## src/rtl/mult_seq_pkg.sv

```systemverilog
// rtl/mult_seq_pkg.sv - shared types and constants for the sequenced 8x8 multiplier
package mult_seq_pkg;

  typedef enum logic [1:0] {
    IDLE = 2'd0,
    MUL  = 2'd1,
    DONE = 2'd2
  } state_t;

  localparam int LOAD_A_BIT  = 0;
  localparam int START_BIT   = 1;
  localparam int OUT_SEL_BIT = 2;
  localparam int CLEAR_BIT   = 3;
  localparam int BUSY_BIT    = 4;
  localparam int DONE_BIT    = 5;
  localparam int OVF_BIT     = 6;

  localparam logic [7:0] UIO_OE_VAL = 8'hF0;
  localparam int         STEPS      = 4;

endpackage

```

## src/rtl/mul4x4_array.sv

```systemverilog
// rtl/mul4x4_array.sv - combinational 4x4 unsigned array multiplier (AND gates + ripple full-adder rows)
module mul4x4_array (
  input  logic [3:0] a,
  input  logic [3:0] b,
  output logic [7:0] p
);

  logic [3:0] row_sum;
  logic [3:0] row_out;
  logic       fa_c;
  logic       fa_x;
  logic       fa_y;

  // Each row adds the next shifted partial product to the upper bits of the previous row.
  always_comb begin
    p       = '0;
    row_out = '0;
    fa_c    = 1'b0;
    fa_x    = 1'b0;
    fa_y    = 1'b0;
    p[0]    = a[0] & b[0];
    row_sum = {1'b0, a[3:1] & {3{b[0]}}};
    for (int i = 1; i < 4; i++) begin
      fa_c = 1'b0;
      for (int j = 0; j < 4; j++) begin
        fa_x       = row_sum[j];
        fa_y       = a[j] & b[i];
        row_out[j] = fa_x ^ fa_y ^ fa_c;
        fa_c       = (fa_x & fa_y) | (fa_c & (fa_x ^ fa_y));
      end
      p[i]    = row_out[0];
      row_sum = {fa_c, row_out[3:1]};
    end
    p[7:4] = row_sum;
  end

endmodule

```

## src/rtl/tt_um_mult8_seq_hhrb98.sv

```systemverilog
// rtl/tt_um_mult8_seq_hhrb98.sv - sequenced 8x8 multiplier top; MULT_SEQ_ACC_EN selects accumulate (MAC) mode
module tt_um_mult8_seq_hhrb98
  import mult_seq_pkg::*;
(
  input  logic       clk,
  input  logic       rst_n,
  input  logic       ena,
  input  logic [7:0] ui_in,
  input  logic [7:0] uio_in,
  output logic [7:0] uo_out,
  output logic [7:0] uio_out,
  output logic [7:0] uio_oe
);

  state_t      state, state_nx;
  logic [7:0]  op_a, op_a_nx;
  logic [7:0]  op_b, op_b_nx;
  logic [15:0] result, result_nx;
  logic [1:0]  step, step_nx;
  logic        ovf, ovf_nx;
  logic        prev_load_a, prev_start, prev_clear;

  logic        load_a_rise, start_rise, clear_rise;
  logic [3:0]  core_a, core_b;
  logic [7:0]  core_p;
  logic [3:0]  shamt;
  logic [15:0] pp_shift;
  logic [15:0] sum_lo;
  logic        carry;
  logic        busy, done;
  logic        unused_ok;

  assign unused_ok   = &{1'b0, ena, uio_in[7:4]};
  assign load_a_rise = uio_in[LOAD_A_BIT] & ~prev_load_a;
  assign start_rise  = uio_in[START_BIT]  & ~prev_start;
  assign clear_rise  = uio_in[CLEAR_BIT]  & ~prev_clear;

  always_comb begin
    core_a = op_a[3:0];
    core_b = op_b[3:0];
    shamt  = 4'd0;
    case (step)
      2'd0: begin core_a = op_a[3:0]; core_b = op_b[3:0]; shamt = 4'd0; end
      2'd1: begin core_a = op_a[7:4]; core_b = op_b[3:0]; shamt = 4'd4; end
      2'd2: begin core_a = op_a[3:0]; core_b = op_b[7:4]; shamt = 4'd4; end
      default: begin core_a = op_a[7:4]; core_b = op_b[7:4]; shamt = 4'd8; end
    endcase
  end

  mul4x4_array u_core (
    .a (core_a),
    .b (core_b),
    .p (core_p)
  );

  assign pp_shift        = 16'(core_p) << shamt;
  assign {carry, sum_lo} = {1'b0, result} + {1'b0, pp_shift};

  always_comb begin
    state_nx  = state;
    op_a_nx   = op_a;
    op_b_nx   = op_b;
    result_nx = result;
    step_nx   = step;
    ovf_nx    = ovf;
    if (clear_rise) begin
      state_nx  = IDLE;
      result_nx = '0;
      ovf_nx    = 1'b0;
      step_nx   = '0;
    end else begin
      case (state)
        MUL: begin
          result_nx = sum_lo;
`ifdef MULT_SEQ_ACC_EN
          ovf_nx    = ovf | carry;
`endif
          step_nx   = step + 2'd1;
          if (step == 2'(STEPS - 1)) state_nx = DONE;
        end
        default: begin
          if (load_a_rise) op_a_nx = ui_in;
          if (start_rise) begin
            op_b_nx  = ui_in;
            step_nx  = '0;
            state_nx = MUL;
`ifndef MULT_SEQ_ACC_EN
            result_nx = '0;
`endif
          end
        end
      endcase
    end
  end

  always_ff @(posedge clk or negedge rst_n) begin
    if (!rst_n) begin
      state       <= IDLE;
      op_a        <= '0;
      op_b        <= '0;
      result      <= '0;
      step        <= '0;
      ovf         <= 1'b0;
      prev_load_a <= 1'b0;
      prev_start  <= 1'b0;
      prev_clear  <= 1'b0;
    end else begin
      state       <= state_nx;
      op_a        <= op_a_nx;
      op_b        <= op_b_nx;
      result      <= result_nx;
      step        <= step_nx;
      ovf         <= ovf_nx;
      prev_load_a <= uio_in[LOAD_A_BIT];
      prev_start  <= uio_in[START_BIT];
      prev_clear  <= uio_in[CLEAR_BIT];
    end
  end

  assign busy   = (state == MUL);
  assign done   = (state == DONE);
  assign uo_out = uio_in[OUT_SEL_BIT] ? result[15:8] : result[7:0];
  assign uio_oe = UIO_OE_VAL;

  always_comb begin
    uio_out           = '0;
    uio_out[BUSY_BIT] = busy;
    uio_out[DONE_BIT] = done;
    uio_out[OVF_BIT]  = ovf;
  end

endmodule

```

## config.mk

```make
export PLATFORM = sky130hd
export DESIGN_NAME = tt_um_mult8_seq_hhrb98
export DESIGN_NICKNAME = d
export VERILOG_FILES = /design/src/rtl/mult_seq_pkg.sv /design/src/rtl/mul4x4_array.sv /design/src/rtl/tt_um_mult8_seq_hhrb98.sv
export SDC_FILE = /design/constraint.sdc
export NUM_CORES = 1
export LEC_CHECK = 0
export BUFFER_PORTS_ARGS = -buffer_cell sky130_fd_sc_hd__buf_2
export CAP_MARGIN = 20
export CORE_ASPECT_RATIO = 1.1
export CORE_MARGIN = 3
export CORE_UTILIZATION = 30
export CTS_BUF_LIST = sky130_fd_sc_hd__clkbuf_4 sky130_fd_sc_hd__clkbuf_8
export DETAILED_ROUTE_END_ITERATION = 12
export PLACE_DENSITY_LB_ADDON = 0.3
export RECOVER_POWER = 50
export REMOVE_ABC_BUFFERS = 1
export SKIP_CTS_REPAIR_TIMING = 1
export SLEW_MARGIN = 0
export SYNTH_ARGS = -nofsm -noshare
export SYNTH_HDL_FRONTEND = slang
export SYNTH_HIERARCHICAL = 1
export SYNTH_SLANG_ARGS = --single-unit
```

## constraint.sdc

```tcl
create_clock -name clk -period 9.75 [get_ports clk]
set_input_delay 0.4875 -clock clk [delete_from_list [all_inputs] [get_ports clk]]
set_output_delay 0.4875 -clock clk [all_outputs]
set_load 0.02 [all_outputs]
```

==> summary.md <==
| Metric | Value |
|---|---|
| Most frequent CP cell | fa_1 |
| Endpoints failing setup | 0 |
| Maximum root-to-sink buffer count | 2 |
| Commonest non-fill, non-tap cells in the layout | dfrtp_1 (39), nand2_1 (32), mux2_2 (30) |
| Most common cell after layout, fill and taps aside | dfrtp_1 |
| Cts bufs inserted | 5 |
| Synth Register Bits | 39 |
| Status | complete, but fails checks |
| Final ANT Viol Nets | 0 |
| Mapped Area | approximately 0.003 mm² |
| Startpoint Class | flop |
| Clock slew at reported path FFs | 0.08 ns |
| Initial antenna violation count | 0 |
| # fillers | 1022 |
| Yosys Warn Count | 6 |
| DP HPWL | about 5000 µm |
| Vias in the first global route | 2330 |
| Height of the die | ~110 µm |
| RR Startpoint | step[0] |
| Post-synth cell types | 44 |
| Clock share of power | 0.108 |
| CP endpoint kind | flop |
| Hold Path End | prev_clear |
| Crit-path max FO | 5 |
| Final Hold Fails | 0 |
| # H-tree levels | 2 |
| HP Class | primary input to flop |
| Mapped Avg Cell Area | 9.56 µm² |
| Sw Ratio | 0.485 |
| Core Region | approximately 0.0096 mm² |
| Pwr/cell area | approximately 390 mW/mm² |
| DR vias | 2162 |
| FFs w/ async S/R, synth | 1.00 |
| Max_slew headroom | -0.404 |
| Worst setup margin | 2.86 ns |
| Wire length per cell | approximately 14 µm |
| Row cnt | 37 |
| Placer Congestion | 0.835 |
| VDD IR max | ~0.15 mV |
| Iter 0 DRT Violations | 32 |
| DRC viols | 0 |
| Crit-path leading delay family | adder cells |
| CTS sink count | 39 |
| Critical path class | flop to flop |
| First drt pass iteration count | 4 |
| CP required | approximately 10 ns |
| R2R Path End | result[15] |
| Worst slack, placed | approximately 2.8 ns |
| Hold Crit Start | uio_in[3] |
| Violated checks | max-capacitance violations, max-slew violations |
| Leakage | 1.52 nW |
| Share of cells above drive strength 1 | 0.187 |
| Synth Instances | ~320 |
| Cell count of the worst reg-to-reg path | 27 |
| Final wirelength | ~6500 µm |
| RSZ-0062 raised after global routing | no |
| Worst-skew pair later-pin latency | around 0.30 ns |
| Tmin final | about 6.9 ns |
| Die ar. | 0.0114 mm² |
| CTS root buf | clkbuf_8 |
| Max Clock Freq | between 100 and 150 MHz |
| Multi-input logic area | approximately 0.0019 mm² |
| Initial Util | 0.316 |
| CP max stage delay | between 0.4 and 0.5 ns |
| Post-synth top flop | dfrtp_1 |
| Layout Nets | slightly below 400 |
| Combinational fraction of design power | 0.710 |
| Final-report max-slew violation count | 40 |
| Util after Layout | 0.342 |
| Int Pwr | 658 µW |
| Max-capacitance violation count | 1 |
| R2R Setup Slk | roughly 2.9 ns |
| Worst Hold Path Cells | 1 |
| Tcrit/Tclk final | 0.707 |
| Die Span X | 102 µm |
| Reg power frac | 0.182 |
| PortBufs | 23 |
| CP arrival | about 7.1 ns |
| First-pass GRT wire length | about 11000 µm |
| Post-synthesis sequential area ratio | 0.321 |
| EDFF count, synth | 0 |
| Slowest stage cell, crit path | fa_1 |
| Setup TNS | 0 ns |
| Num ports | 43 |
| Critical path depth in cells | 27 |
| Crit path buffers/inverters | 5 |
| Via density | roughly 4.8 |
| Tot GR Track Use | 0.123 |
| Area grow syn2layout | 8.48% |
| Antenna fix cells | 0 |
| Psw | 620 µW |
| CTS tree | built |
| Worst Skew | between 0.008 and 0.009 ns |
| GR Overflow Total | 0 |
| Largest net degree at the start of global routing | 40 |
| Register area | 976 µm² |
| Worst slew pin tran | 2.11 ns |
-- cell type report --
cell class | count | area share
Clock inverter | 1 | 0.00911
Clock buffer | 6 | 0.0231
Multi-Input combinational cell | 244 | 0.566
Tap cell | 117 | 0.0444
Inverter | 23 | 0.0262
Sequential cell | 39 | 0.296
Timing Repair Buffer | 24 | 0.0349
-- synth_stat cells (all sizes together) (2+ instances only) --
cell	instances	share of area
a21oi	15	0.026
nand2b	4	0.0082
a21o	4	0.0099
nor3	6	0.0099
o21ai	25	0.041
dfrtp	39	0.32
xnor2	6	0.017
clkbuf	5	0.0062
mux2	31	0.11
inv	23	0.028
nor2b	9	0.019
nor2	13	0.016
a22o	6	0.017
nand3	2	0.0033
fa	9	0.059
a211oi	2	0.0049
ha	23	0.095
o211ai	3	0.0074
buf	19	0.045
xor2	7	0.020
nor3b	2	0.0082
conb	2	0.0025
mux2i	4	0.013
and2	13	0.027
nand4	2	0.0041
nand2	32	0.040
-- per-stage QoR --
stage                     std cells  cell area [µm²]  hold slack (ns)  power [mW]
after floorplan                 306             2930            0.192       0.937
after global placement          447             3200            0.478        1.13
after detailed placement        447             3200            0.483        1.15
after CTS                       454             3300            0.297        1.30
after global routing            454             3300            0.293        1.45
final                           454             3300            0.305        1.28
-- how the worst max path moves through the flow --
stage	start	endpoint
detailed placement	step[0]	result[15]
CTS	step[0]	result[15]
global route	step[0]	result[15]
finish	step[0]	result[15]
global placement	step[0]	result[15]
floorplan	step[0]	result[15]
-- state kept, by name, indices dropped and copies added (netlist names) --
register	flops
op_a	8
prev_load_a	1
result	16
state	2
prev_start	1
op_b	8
step	2
prev_clear	1
-- worst register-to-register path, cell delays in order (launching register included) --
cell	delay (ns)
dfrtp_1	0.41
inv_1	0.08
ha_1	0.21
nor2_1	0.36
mux2_2	0.30
and2_1	0.14
ha_1	0.14
inv_1	0.05
fa_1	0.38
fa_1	0.49
inv_1	0.05
fa_1	0.43
fa_1	0.49
inv_1	0.06
fa_1	0.44
fa_1	0.40
fa_1	0.49
inv_1	0.06
mux2i_1	0.22
nor2_1	0.08
ha_1	0.39
o211ai_1	0.14
nor3_1	0.21
a21oi_1	0.13
o21ai_0	0.26
xnor2_1	0.18
a21oi_1	0.10
o22ai_1	0.16
-- power groups by stage --
stage / logic, mW / clock network (mW) / registers, mW
3_5_place_dp: 0.918 / 0 / 0.236
5_1_grt: 1.06 / 0.150 / 0.239
2_1_floorplan: 0.712 / 0 / 0.225
6_report: 0.908 / 0.138 / 0.233
4_1_cts: 0.921 / 0.143 / 0.233
3_3_place_gp: 0.899 / 0 / 0.235
-- cells by family after synthesis --
group                      count (synthesis)  share of synthesized area
AOI/OAI and AO/OA                         65                      0.137
xor gates and xnor gates                  13                     0.0375
adders and majority gates                 32                      0.154
buffers and inverters                     47                     0.0795
DFF                                       39                      0.321
muxes                                     35                      0.128
other                                      2                    0.00247
and+or+nand+nor                           85                      0.140
-- metal layers --
| layer | wire [µm] | GRT usage | share of wire | vias to the layer above |
|---|---|---|---|---|
| li1 | - | - | - | 1103 |
| met2 | 3020 | 0.206 | 0.47 | 42 |
| met1 | 3140 | 0.157 | 0.48 | 1010 |
| met3 | 227 | 0.0244 | 0.035 | 7 |
| met5 | 0 | 0 | 0 | - |
| met4 | 87 | 0.0402 | 0.013 | 0 |
No activity file was read; power rests on OpenSTA's default activity.
